===== src/rtl/iob_sync_asym_fifo.sv =====
// Single-clock FIFO with asymmetric write/read widths, stored as narrow words.
// Define IOB_ASYM_FIFO_LEVEL_EN to expose the occupancy count on the level port.
module iob_sync_asym_fifo #(
  parameter int unsigned W_DATA_W = 32,
  parameter int unsigned R_DATA_W = 8,
  parameter int unsigned ADDR_W   = 6
) (
  input  logic                clk,
  input  logic                rst,
  input  logic                w_en,
  input  logic [W_DATA_W-1:0] w_data,
  output logic                w_full,
  input  logic                r_en,
  output logic [R_DATA_W-1:0] r_data,
  output logic                r_empty
`ifdef IOB_ASYM_FIFO_LEVEL_EN
  ,
  output logic [ADDR_W:0]     level
`endif
);

  localparam int unsigned MIN_W = (W_DATA_W < R_DATA_W) ? W_DATA_W : R_DATA_W;
  localparam int unsigned W_R   = W_DATA_W / MIN_W;
  localparam int unsigned R_R   = R_DATA_W / MIN_W;
  localparam int unsigned DEPTH = 2 ** ADDR_W;

  logic [MIN_W-1:0]  mem [DEPTH];
  logic [ADDR_W-1:0] wptr;
  logic [ADDR_W-1:0] rptr;
  logic [ADDR_W:0]   cnt;
  logic [ADDR_W:0]   free_cnt;
  logic              wr_acc;
  logic              rd_acc;

  always_comb begin
    free_cnt = (ADDR_W+1)'(DEPTH) - cnt;
    w_full   = free_cnt < (ADDR_W+1)'(W_R);
    r_empty  = cnt < (ADDR_W+1)'(R_R);
    wr_acc   = w_en & ~w_full;
    rd_acc   = r_en & ~r_empty;
  end

`ifdef IOB_ASYM_FIFO_LEVEL_EN
  assign level = cnt;
`endif

  // Accesses are ratio-aligned, so wptr+k never crosses the wrap point.
  always_ff @(posedge clk) begin
    if (wr_acc) begin
      for (int unsigned k = 0; k < W_R; k++) begin
        mem[wptr + ADDR_W'(k)] <= w_data[k*MIN_W +: MIN_W];
      end
    end
  end

  always_ff @(posedge clk or posedge rst) begin
    if (rst) begin
      r_data <= '0;
    end else if (rd_acc) begin
      for (int unsigned k = 0; k < R_R; k++) begin
        r_data[k*MIN_W +: MIN_W] <= mem[rptr + ADDR_W'(k)];
      end
    end
  end

  always_ff @(posedge clk or posedge rst) begin
    if (rst) begin
      wptr <= '0;
      rptr <= '0;
      cnt  <= '0;
    end else begin
      if (wr_acc) wptr <= wptr + ADDR_W'(W_R);
      if (rd_acc) rptr <= rptr + ADDR_W'(R_R);
      cnt <= cnt + (wr_acc ? (ADDR_W+1)'(W_R) : '0) - (rd_acc ? (ADDR_W+1)'(R_R) : '0);
    end
  end

endmodule


===== config.mk =====
export PLATFORM = sky130hd
export DESIGN_NAME = iob_sync_asym_fifo
export DESIGN_NICKNAME = d
export VERILOG_FILES = /design/src/rtl/iob_sync_asym_fifo.sv
export SDC_FILE = /design/constraint.sdc
export NUM_CORES = 1
export LEC_CHECK = 0
export ABC_AREA = 0
export BUFFER_PORTS_ARGS = -buffer_cell sky130_fd_sc_hd__clkbuf_2
export CORE_ASPECT_RATIO = 0.6
export CORE_MARGIN = 2
export CORE_UTILIZATION = 45
export CTS_CLUSTER_SIZE = 30
export DETAILED_ROUTE_END_ITERATION = 6
export PLACE_DENSITY_LB_ADDON = 0.3
export SLEW_MARGIN = 10
export SYNTH_ARGS = -nofsm -noshare
export SYNTH_HDL_FRONTEND = slang
export SYNTH_SLANG_ARGS = --single-unit

===== constraint.sdc =====
create_clock -name clk -period 6.1 [get_ports clk]
set_clock_uncertainty 0.2 [all_clocks]
set_input_delay 0.305 -clock clk [delete_from_list [all_inputs] [get_ports clk]]
set_output_delay 0.305 -clock clk [all_outputs]
set_load 0.1 [all_outputs]

**Word level (Yosys, flattened, before mapping)**

Memories as Yosys holds them, arrays and structs flattened. A register that Yosys moved wholly into a read port is not among the register bits.
Cells that the tools add are included.

- Logic and storage cells: 22
- Bits in registers: 19
- Output and inout port bits: 10
- Memory bits (writable): 512
- Bits of input ports: 36
- Memories kept: 1

- Multiplexer cells: 4
- Add/subtract/negate cells: 8
- Bitwise logic cells: 4
- $lt $le $gt $ge: 2

Memory list:

| memory | depth | bits a word | rd ports | clocked after Yosys merged registers in | wr ports | line | text |
|---|---|---|---|---|---|---|---|
| mem | 64 | 8 | 1 | 1 | 4 | 27 | `logic [MIN_W-1:0] mem [DEPTH];` |

Operator list:

| cell | number |
|---|---|
| $add A6 B1 Y6 const B | 2 |
| $add A6 B2 Y6 const B | 2 |
| $add A7 B3 Y7 | 1 |
| $lt A7 B1 Y1 const B | 1 |
| $lt A7 B3 Y1 const B | 1 |
| $sub A7 B1 Y7 | 1 |
| $sub A7 B7 Y7 const A | 1 |
| $add A6 B3 Y6 const B | 1 |
| $mux W1 | 3 |
| $mux W3 | 1 |
| $and A1 B1 Y1 | 2 |
| $not A1 Y1 | 2 |

**Depth between registers and ports, before layout**

Gate-level depths: netlist of run 1.

- Depth in word-level cells: 7
- Depth in mapped cells: 15

**Worst setup path after synthesis of run 1**

No wires, ideal clock.

- Path kind: register to register
- Start: reg cnt[4]
- End: mem mem[0][0] (netlist name), enable pin
- Data arrival time: 4.063 ns
- Required time: 5.439 ns
- Library setup time: 0.461 ns
- Slack: 1.376 ns
- Stages on the path, launching flop included: 8
- Cell sequence: dfrtp_1 inv_1 ha_1 xnor2_1 nor2_1 a31o_2 or4_1 nor3_1

RTL lines:

| what | line | text |
|---|---|---|
| start, declared | 30 | `logic [ADDR_W:0] cnt;` |
| start signal, assigned | 74 | `cnt <= cnt + (wr_acc ? (ADDR_W+1)'(W_R) : '0) - (rd_acc ? (ADDR_W+1)'(R_R) : '0);` |
| end, declared | 27 |  |

==> results_dict.tcl, run 1 <==
set metrics [dict create \
    status "completed" \
    netlist_area_um2 20920 \
    numCtsBuffers 48 \
    slew_headroom_pct 18.64 \
    io_buffers 45 \
    period_minus_slack_ns 3.669 \
    numPlacedInstances 1649 \
    drt_iter0_markers 1123 \
    rsz0062_at_grt "no" \
    clk_pin_slew_worst_paths_ns 0.07 \
    tritoncts "built" \
    synth_ff_type "edfxtp_1" \
    cp_cell_sequence "inv_1, ha_1, xor2_1, nor2_1, a311oi_2, nand3b_1, nor2_4, buf_4" \
    drv_cap 0 \
    power_w 0.01094 \
    final_nets 1121 \
    start_util_pct 45.38 \
    core.rowCount 61 \
    grt_pass1_wl_um 68010 \
    instances_no_fill 1742 \
    ys_async_sr_fraction_pct 4.655 \
    h-tree-depth 2 \
    path_max_fanout 19 \
    postCtsSetupBuffers 0 \
    r2r-start "cnt[4]" \
    cp_top_family "simple AND/OR/NAND/NOR gates" \
    grt_antenna_before_repair 5 \
    clk_latency_ns 0.56 \
    finalHoldViolCount 0 \
    synth-seq-cells 537 \
    critPathMaxStageDelay_ns 0.79 \
    postCtsResizedCells 0 \
    post_drt_wl_per_cell_um 26.17 \
    io_pins 46 \
    yosysSeqAreaShare_pct 76.48 \
    dieArea_um2 48290 \
    vias_per_cell 5.773 \
    worst_pin_slew_ns 1.218 \
    p_sw_w 0.003511 \
    yosys_warnings 0 \
    grt_max_degree 52 \
    hold_path_class "input pin to flop" \
    gp_congestion 0.7355 \
    crit_type "flop to flop" \
    leakage_nw 7.695 \
    p_int_w 0.007433 \
    ir_drop_mv 0.2112 \
    finalSetupViolations 0 \
    setup_tns_ns 0 \
    fin_hold_ws_ns 0.02629 \
    dp_hpwl_um 26770 \
    cp-startpoint "cnt[4]" \
    powerDensity_nw_per_um2 466.0 \
    area_growth_pct 12.25 \
    routed_wl_um 45600 \
    cts_buffer_depth 3 \
    crit_path_end_kind "flop" \
    min-delay-start "w_data[27]" \
    synthCells 999 \
    synth_cell_type_count 39 \
    arrival_ns 3.71 \
    cp_num_buf_inv 2 \
    overflow 0 \
    syn_nets 1049 \
    ant_nets 0 \
    start_kind "flop" \
    cts_root_buffer "clkbuf_16" \
    clock-sinks 537 \
    grt_pass1_vias 9892 \
    die_y_um 171.0 \
    drc_errors 0 \
    dr.pass1.iters 5 \
    fp.dieW_um 282.4 \
    maxSlewViolCount 0 \
    p_sw_share_pct 32.08 \
    fin_crit_sh_pct 60.15 \
    grtUsageTotal_pct 19.51 \
    crit_path_top_delay_cell "nor2_4" \
    layout-drive-gt1-share_pct 25.52 \
    worstPathRequired_ns 6.14 \
    p_comb_share_pct 28.7 \
    synth_enable_flop_cells 512 \
    vias 10060 \
    coreArea_um2 46100 \
    pwr-share-clk_pct 25.9 \
    seqPwrFrac_pct 45.4 \
    fmax_mhz 272.6 \
    avgSynthCellArea_um2 20.94 \
]
## power groups by stage
stage | Sequential, W | Combinational [W] | Clock [W]
finish | 0.00497 | 0.00314 | 0.00284
global route | 0.00503 | 0.00335 | 0.00305
CTS | 0.00498 | 0.00315 | 0.00290
detailed placement | 0.00506 | 0.00313 | 0
global placement | 0.00505 | 0.00311 | 0
floorplan | 0.00491 | 0.00230 | 0
## timing repair
action	4_1_cts	5_1_grt
hold buffers	2	0
setup endpoints to repair	0	0
hold endpoints to repair	28	0
## layout make-up
class / count / area [um^2]
inverter: 20 / 75.07
fill: 3671 / 22610
tap: 630 / 788.3
multi-input combinational: 391 / 4711
clock inverter: 12 / 63.81
sequential: 537 / 16010
clock buffer: 76 / 1388
antenna: 3 / 7.507
timing repair buffer: 73 / 440.4
## cells by family after synthesis
kind of cell | share of synthesized area (%)
buf+inv | 1.543
fa+ha+maj | 0.8732
simple gates | 1.393
flops | 76.48
xor+xnor | 0.5861
compound gates | 3.762
mux | 15.36
## worst paths after layout
check                        endpoint  slack (ns)  depth (start not counted)
hold / removal             mem[23][3]        0.03                          1
setup reg to reg           mem[20][4]        2.43                          8
max in group asynchronous     rptr[1]        5.19                          4
hold reg to reg               rptr[5]        0.29                          1
min in group asynchronous   r_data[7]        0.16                          4
setup / recovery           mem[20][4]        2.43                          8
## cell usage after synthesis (18+ instances only)
library cell	instances	area [um^2]
buf_2	21	105.1
clkbuf_1	20	75.07
dfrtp_1	25	625.6
edfxtp_1	512	15370
inv_1	20	75.07
mux2_2	23	259.0
mux2i_1	68	680.7
mux4_2	101	2275
nand2_1	18	67.56
nor2_1	29	108.9
o221ai_1	22	192.7
## state kept, by name, indices dropped and copies added, names as in the netlist
| register | count |
|---|---|
| rptr | 6 |
| r_data | 8 |
| cnt | 7 |
| mem | 512 |
| wptr | 4 |
## layout by cell type (no fill, tap or decap), types with 16 or more instances in the layout
master,netlist,final
o221ai_1,22,22
buf_4,4,26
clkbuf_2,0,45
dfrtp_1,25,22
nand2_1,18,18
edfxtp_1,512,512
clkbuf_16,0,49
clkbuf_1,20,21
nor2_1,29,16
mux2i_1,68,68
inv_1,20,20
mux4_2,101,101
mux2_2,23,23
## per-layer routing
metal / track usage (%) / vias to the layer above / wire (um)
met5: 0 / - / 8
met4: 3.773 / 2 / 572
met3: 4.042 / 54 / 3799
met2: 27.30 / 395 / 19570
met1: 31.55 / 5313 / 21650
li1: - / 4292 / -
## through the flow
step	setup slack, ns	instance area [um^2]	util (%)
detailed placement	2.451	22010	47.74
global placement	2.511	22010	47.74
floorplan	1.376	20920	-
CTS	2.439	23480	50.93
finish	2.431	23490	50.94
global route	2.264	23480	50.93
Power figures use the tool's default switching activity.
==> run 2, diff against run 1 <==
Clock period 6.1 ns to 3.3 ns, I/O delays scaled along.
==> run 2 against run 1 <==
Net effect:
- sequential share of layout area is 2.5 points lower
- sequential power is 80% higher
- largest power group unchanged
- clock-buffer cell count is 10 lower
- register-to-register slack worse by 2.2 ns
- critical path depth is 6 higher
- worst hold slack better by 0.12 ns
- sequential cell count stayed put
- cell area is 3.8% higher
- combinational power is 110% higher
- clock power is 87% higher
- global-route usage is 0.64 points higher
- setup slack worse by 2.2 ns
==> results_dict.tcl, run 2 (synthesis gave the netlist of run 1 again) <==
set metrics [dict create \
    arrival_ns 3.35 \
    vias 10430 \
    drv_cap 0 \
    coreArea_um2 46100 \
    r2r-start "cnt[3]" \
    leakage_nw 8.105 \
    routed_wl_um 47380 \
    post_drt_wl_per_cell_um 26.22 \
    crit_path_end_kind "flop" \
    worst_pin_slew_ns 0.9490 \
    fmax_mhz 326.0 \
    gp_congestion 0.7776 \
    finalSetupViolations 0 \
    grt_antenna_before_repair 3 \
    clk_pin_slew_worst_paths_ns 0.06 \
    numCtsBuffers 47 \
    ir_drop_mv 0.4065 \
    clock-sinks 537 \
    setup_tns_ns 0 \
    dp_hpwl_um 27970 \
    h-tree-depth 2 \
    fin_crit_sh_pct 92.94 \
    cts_buffer_depth 3 \
    die_y_um 171.0 \
    worstPathRequired_ns 3.58 \
    grt_pass1_wl_um 70270 \
    period_minus_slack_ns 3.067 \
    largestRegisters "mem: 512 flops, r_data: 8 flops, cnt: 7 flops" \
    top_register "mem" \
    rr_worst_depth 14 \
    largest_reg_flops 512 \
    dr.pass1.iters 6 \
    final_cell_mix "edfxtp_1 (512), mux4_2 (101), mux2i_1 (68)" \
    dieArea_um2 48290 \
    numPlacedInstances 1688 \
    grtUsageTotal_pct 20.15 \
    multiInputGateArea_um2 4743 \
    grt_max_degree 41 \
    mostFrequentLayoutCell "edfxtp_1" \
    instances_no_fill 1807 \
    tritoncts "built" \
    hold_path_class "input pin to asynchronous set/reset pin" \
    io_pins 46 \
    vias_per_cell 5.774 \
    status "completed" \
    seqCellArea_um2 16010 \
    crit_type "flop to flop" \
    io_buffers 45 \
    r2r-end "cnt[6]" \
    slew_headroom_pct 36.67 \
    drc_errors 0 \
    grt_pass1_vias 10620 \
    area_growth_pct 16.55 \
    drt_iter0_markers 1129 \
    rsz0062_at_grt "no" \
    path_max_fanout 4 \
    power_w 0.02085 \
    overflow 0 \
    fill_cells 3607 \
    r2r_slack_ns 0.23 \
    finalHoldViolCount 0 \
    core.rowCount 61 \
    ant_nets 0 \
    maxSlewViolCount 0 \
    cts_root_buffer "clkbuf_16" \
    final_nets 1192 \
    fp.dieW_um 282.4 \
    start_util_pct 45.38 \
    clk_latency_ns 0.56 \
    powerDensity_nw_per_um2 855.1 \
    start_kind "flop" \
    layout-drive-gt1-share_pct 27.38 \
]
[run 2: timing repair]
item	CTS	global route
buffers inserted	0	0
hold buffers	35	0
endpoints found under the hold margin	541	0
setup endpoints to repair	0	1
resized for setup	0	2
[run 2: worst max-delay path by stage]
stage / from / end / cells after the start
5_1_grt: cnt[5] / cnt[6] / 14
4_1_cts: cnt[4] / cnt[6] / 14
3_3_place_gp: cnt[4] / cnt[6] / 14
6_report: cnt[3] / cnt[6] / 14
3_5_place_dp: cnt[4] / cnt[6] / 14
2_1_floorplan: cnt[4] / mem[28][0] / 7
[run 2: per-stage QoR]
stage                     hold slack, ns  util (%)  cell area (um^2)  setup WS (ns)
after floorplan                -0.007680         -             20960        -0.3189
after global placement            0.1923     48.95             22570         0.3123
after detailed placement          0.2107     48.95             22570         0.2009
after CTS                         0.1584     52.88             24380         0.1457
after global routing              0.2493     52.89             24380       0.003695
final                             0.1499     52.90             24380         0.2329
[run 2: routing by layer]
metal	routed length [um]	track usage, %	up-vias
met5	13	0	-
met4	737	4.118	2
met3	3994	4.602	57
met2	20760	29.37	418
met1	21880	31.16	5530
li1	-	-	4426
[run 2: worst max-delay path, stage by stage (launching register included)]
cell and delay (ns):
dfrtp_1 0.40, inv_1 0.10, ha_1 0.23, xnor2_1 0.16, nor2_1 0.09, a311oi_2 0.31, inv_1 0.08, ha_1 0.33
inv_1 0.06, ha_1 0.26, a21o_1 0.19, a21oi_2 0.18, o21bai_1 0.08, a21oi_1 0.17, xor2_1 0.15
[run 2: power breakdown]
part	switching [W]	internal (W)	total (W)	leakage [nW]
clock network	0.00238	0.00294	0.00532	0.713
logic	0.00368	0.00289	0.00656	2.47
registers	0.000584	0.00838	0.00896	4.93
total	0.00664	0.0142	0.0209	8.11
[run 2: final cells by class]
type                    count  share of cell area (%)
multi-input cells         391                   19.45
inverters                  20                  0.3079
well taps                 630                   3.233
diodes                      1                 0.01026
clock buffers              66                   5.408
flip-flops and latches    537                   65.66
repair buffers            145                   5.336
clock inverters            17                  0.5901
==> run 3, diff against run 2 <==
Settings changed: RECOVER_POWER set to 100.
==> run 3 against run 2 <==
Net effect:
- final cell count unchanged
- routed wire length increased by 0.12%
- total power is 0.64% lower
- critical path depth down 8
- die area unchanged
- sequential share of layout area rose by 0.62 points
- first-iteration DRC count is 1.6% higher
- clock-buffer cell count unchanged
- critical path type unchanged
- worst hold slack better by 0.0059 ns
- sequential cell count unchanged
- largest cell class unchanged
==> results_dict.tcl, run 3 (synthesis gave the netlist of run 1 again) <==
set metrics [dict create \
    status "completed" \
    tritoncts "built" \
    ir_drop_mv 0.4052 \
    coreArea_um2 46100 \
    grt_antenna_before_repair 3 \
    cp-startpoint "rptr[0]" \
    finalSetupViolations 0 \
    leakage_nw 7.928 \
    hold_path_class "input pin to asynchronous set/reset pin" \
    finalHoldViolCount 0 \
    period_minus_slack_ns 3.124 \
    arrival_ns 3.34 \
    vias 10420 \
    fin_crit_sh_pct 94.66 \
    dp_hpwl_um 27970 \
    dieArea_um2 48290 \
    cp_top_family "buffers and inverters" \
    drt_iter0_markers 1147 \
    place_area_um2 22570 \
    path_max_fanout 24 \
    maxSlewViolCount 0 \
    powerDensity_nw_per_um2 857.7 \
    largestRegisters "mem: 512 flops, r_data: 8 flops, cnt: 7 flops" \
    gp_congestion 0.7776 \
    crit_type "flop to flop" \
    io_pins 46 \
    grtUsageTotal_pct 20.15 \
    p_int_w 0.01410 \
    fill_cells 3646 \
    fmax_mhz 320.1 \
    fin_area_um2 24150 \
    clk_latency_ns 0.56 \
    cp_cell_sequence "clkbuf_4, buf_12, mux4_2, a211o_1, o221ai_1, o211ai_1" \
    drc_errors 0 \
    fp.dieW_um 282.4 \
    io_buffers 45 \
    crit_path_end_kind "flop" \
    r2r_slack_ns 0.18 \
    worst_pin_slew_ns 1.239 \
    numPlacedInstances 1688 \
    pwr-share-clk_pct 25.7 \
    final_cell_mix "edfxtp_1 (512), mux4_2 (101), mux2i_1 (68)" \
    worstPathRequired_ns 3.52 \
    seqPwrFrac_pct 43.2 \
    endpoint "r_data[0]" \
    numCtsBuffers 47 \
    instances_no_fill 1807 \
    grt_max_degree 41 \
    rr_worst_depth 6 \
    vias_per_cell 5.764 \
    start_util_pct 45.38 \
    area_growth_pct 15.45 \
    rsz0062_at_grt "no" \
    mostFrequentLayoutCell "edfxtp_1" \
    top_register "mem" \
    r2r-start "rptr[0]" \
    clock-sinks 537 \
    critPathMaxStageDelay_ns 0.76 \
    drv_cap 0 \
    core.rowCount 61 \
    p_comb_share_pct 31.0 \
    cp_num_buf_inv 2 \
    grt_pass1_wl_um 70270 \
    die_y_um 171.0 \
    p_sw_w 0.006614 \
    final_util_pct 52.40 \
    slew_headroom_pct 17.78 \
    dr.pass1.iters 5 \
    overflow 0 \
    largest_reg_flops 512 \
    start_kind "flop" \
    p_sw_share_pct 31.92 \
    layout-drive-gt1-share_pct 23.30 \
    postCtsSetupBuffers 0 \
    final_nets 1192 \
    clk_pin_slew_worst_paths_ns 0.07 \
    power_w 0.02072 \
    grt_pass1_vias 10620 \
    fin_hold_ws_ns 0.1559 \
    cts_root_buffer "clkbuf_16" \
    r2r-end "r_data[0]" \
    routed_wl_um 47440 \
    ant_nets 0 \
    crit_path_top_delay_cell "dfrtp_2" \
    cts_buffer_depth 3 \
    path_depth 6 \
    post_drt_wl_per_cell_um 26.25 \
    h-tree-depth 2 \
]
## run 3: final cells by class
cell class | count | area, um^2 | share of cell area [%]
antenna | 1 | 2.502 | 0.01036
clock inverter | 17 | 143.9 | 0.5957
tap | 630 | 788.3 | 3.263
sequential | 537 | 16010 | 66.28
timing repair buffer | 145 | 1104 | 4.569
multi-input combinational | 391 | 4713 | 19.51
clock buffer | 66 | 1319 | 5.460
inverter | 20 | 75.07 | 0.3108
## run 3: power groups by stage
stage / Combinational, W / Sequential [W] / Clock [W]
5_1_grt: 0.00688 / 0.00904 / 0.00570
2_1_floorplan: 0.00427 / 0.00907 / 0
3_3_place_gp: 0.00646 / 0.00909 / 0
6_report: 0.00643 / 0.00896 / 0.00533
4_1_cts: 0.00660 / 0.00897 / 0.00543
3_5_place_dp: 0.00654 / 0.00911 / 0
## run 3: what timing repair did
| item | in CTS | in global routing |
|---|---|---|
| resized for setup | 0 | 2 |
| hold buffers | 35 | 0 |
| hold endpoints to repair | 541 | 0 |
| setup endpoints to repair | 0 | 1 |
## run 3: through the flow
step | setup slack (ns) | TNS, ns
finish | 0.1764 | 0
global route | 0.003695 | 0
CTS | 0.1457 | 0
detailed placement | 0.2009 | 0
global placement | 0.3123 | 0
floorplan | -0.3189 | -108.85
## run 3: how the worst min path moves through the flow
stage | start | endpoint | slack (ns) | cells past startpoint
final | rst | wptr[3] | 0.16 | 3
after global routing | rst | r_data[7] | 0.25 | 3
after CTS | rst | cnt[3] | 0.16 | 3
after detailed placement | rst | wptr[3] | 0.21 | 2
after global placement | rst | wptr[3] | 0.19 | 2
after floorplan | rst | cnt[0] | -0.008 | 1
## run 3: tightest hold or removal path, delay by kind of cell
family,cells,cell delay [ns]
buffers and inverters,3,1.31
## run 3: metal layers
metal | routed length [um] | global-route usage [%] | up-vias
li1 | - | - | 4422
met1 | 22210 | 31.16 | 5551
met2 | 20790 | 29.37 | 383
met3 | 3691 | 4.602 | 57
met4 | 733 | 4.118 | 2
met5 | 13 | 0 | -
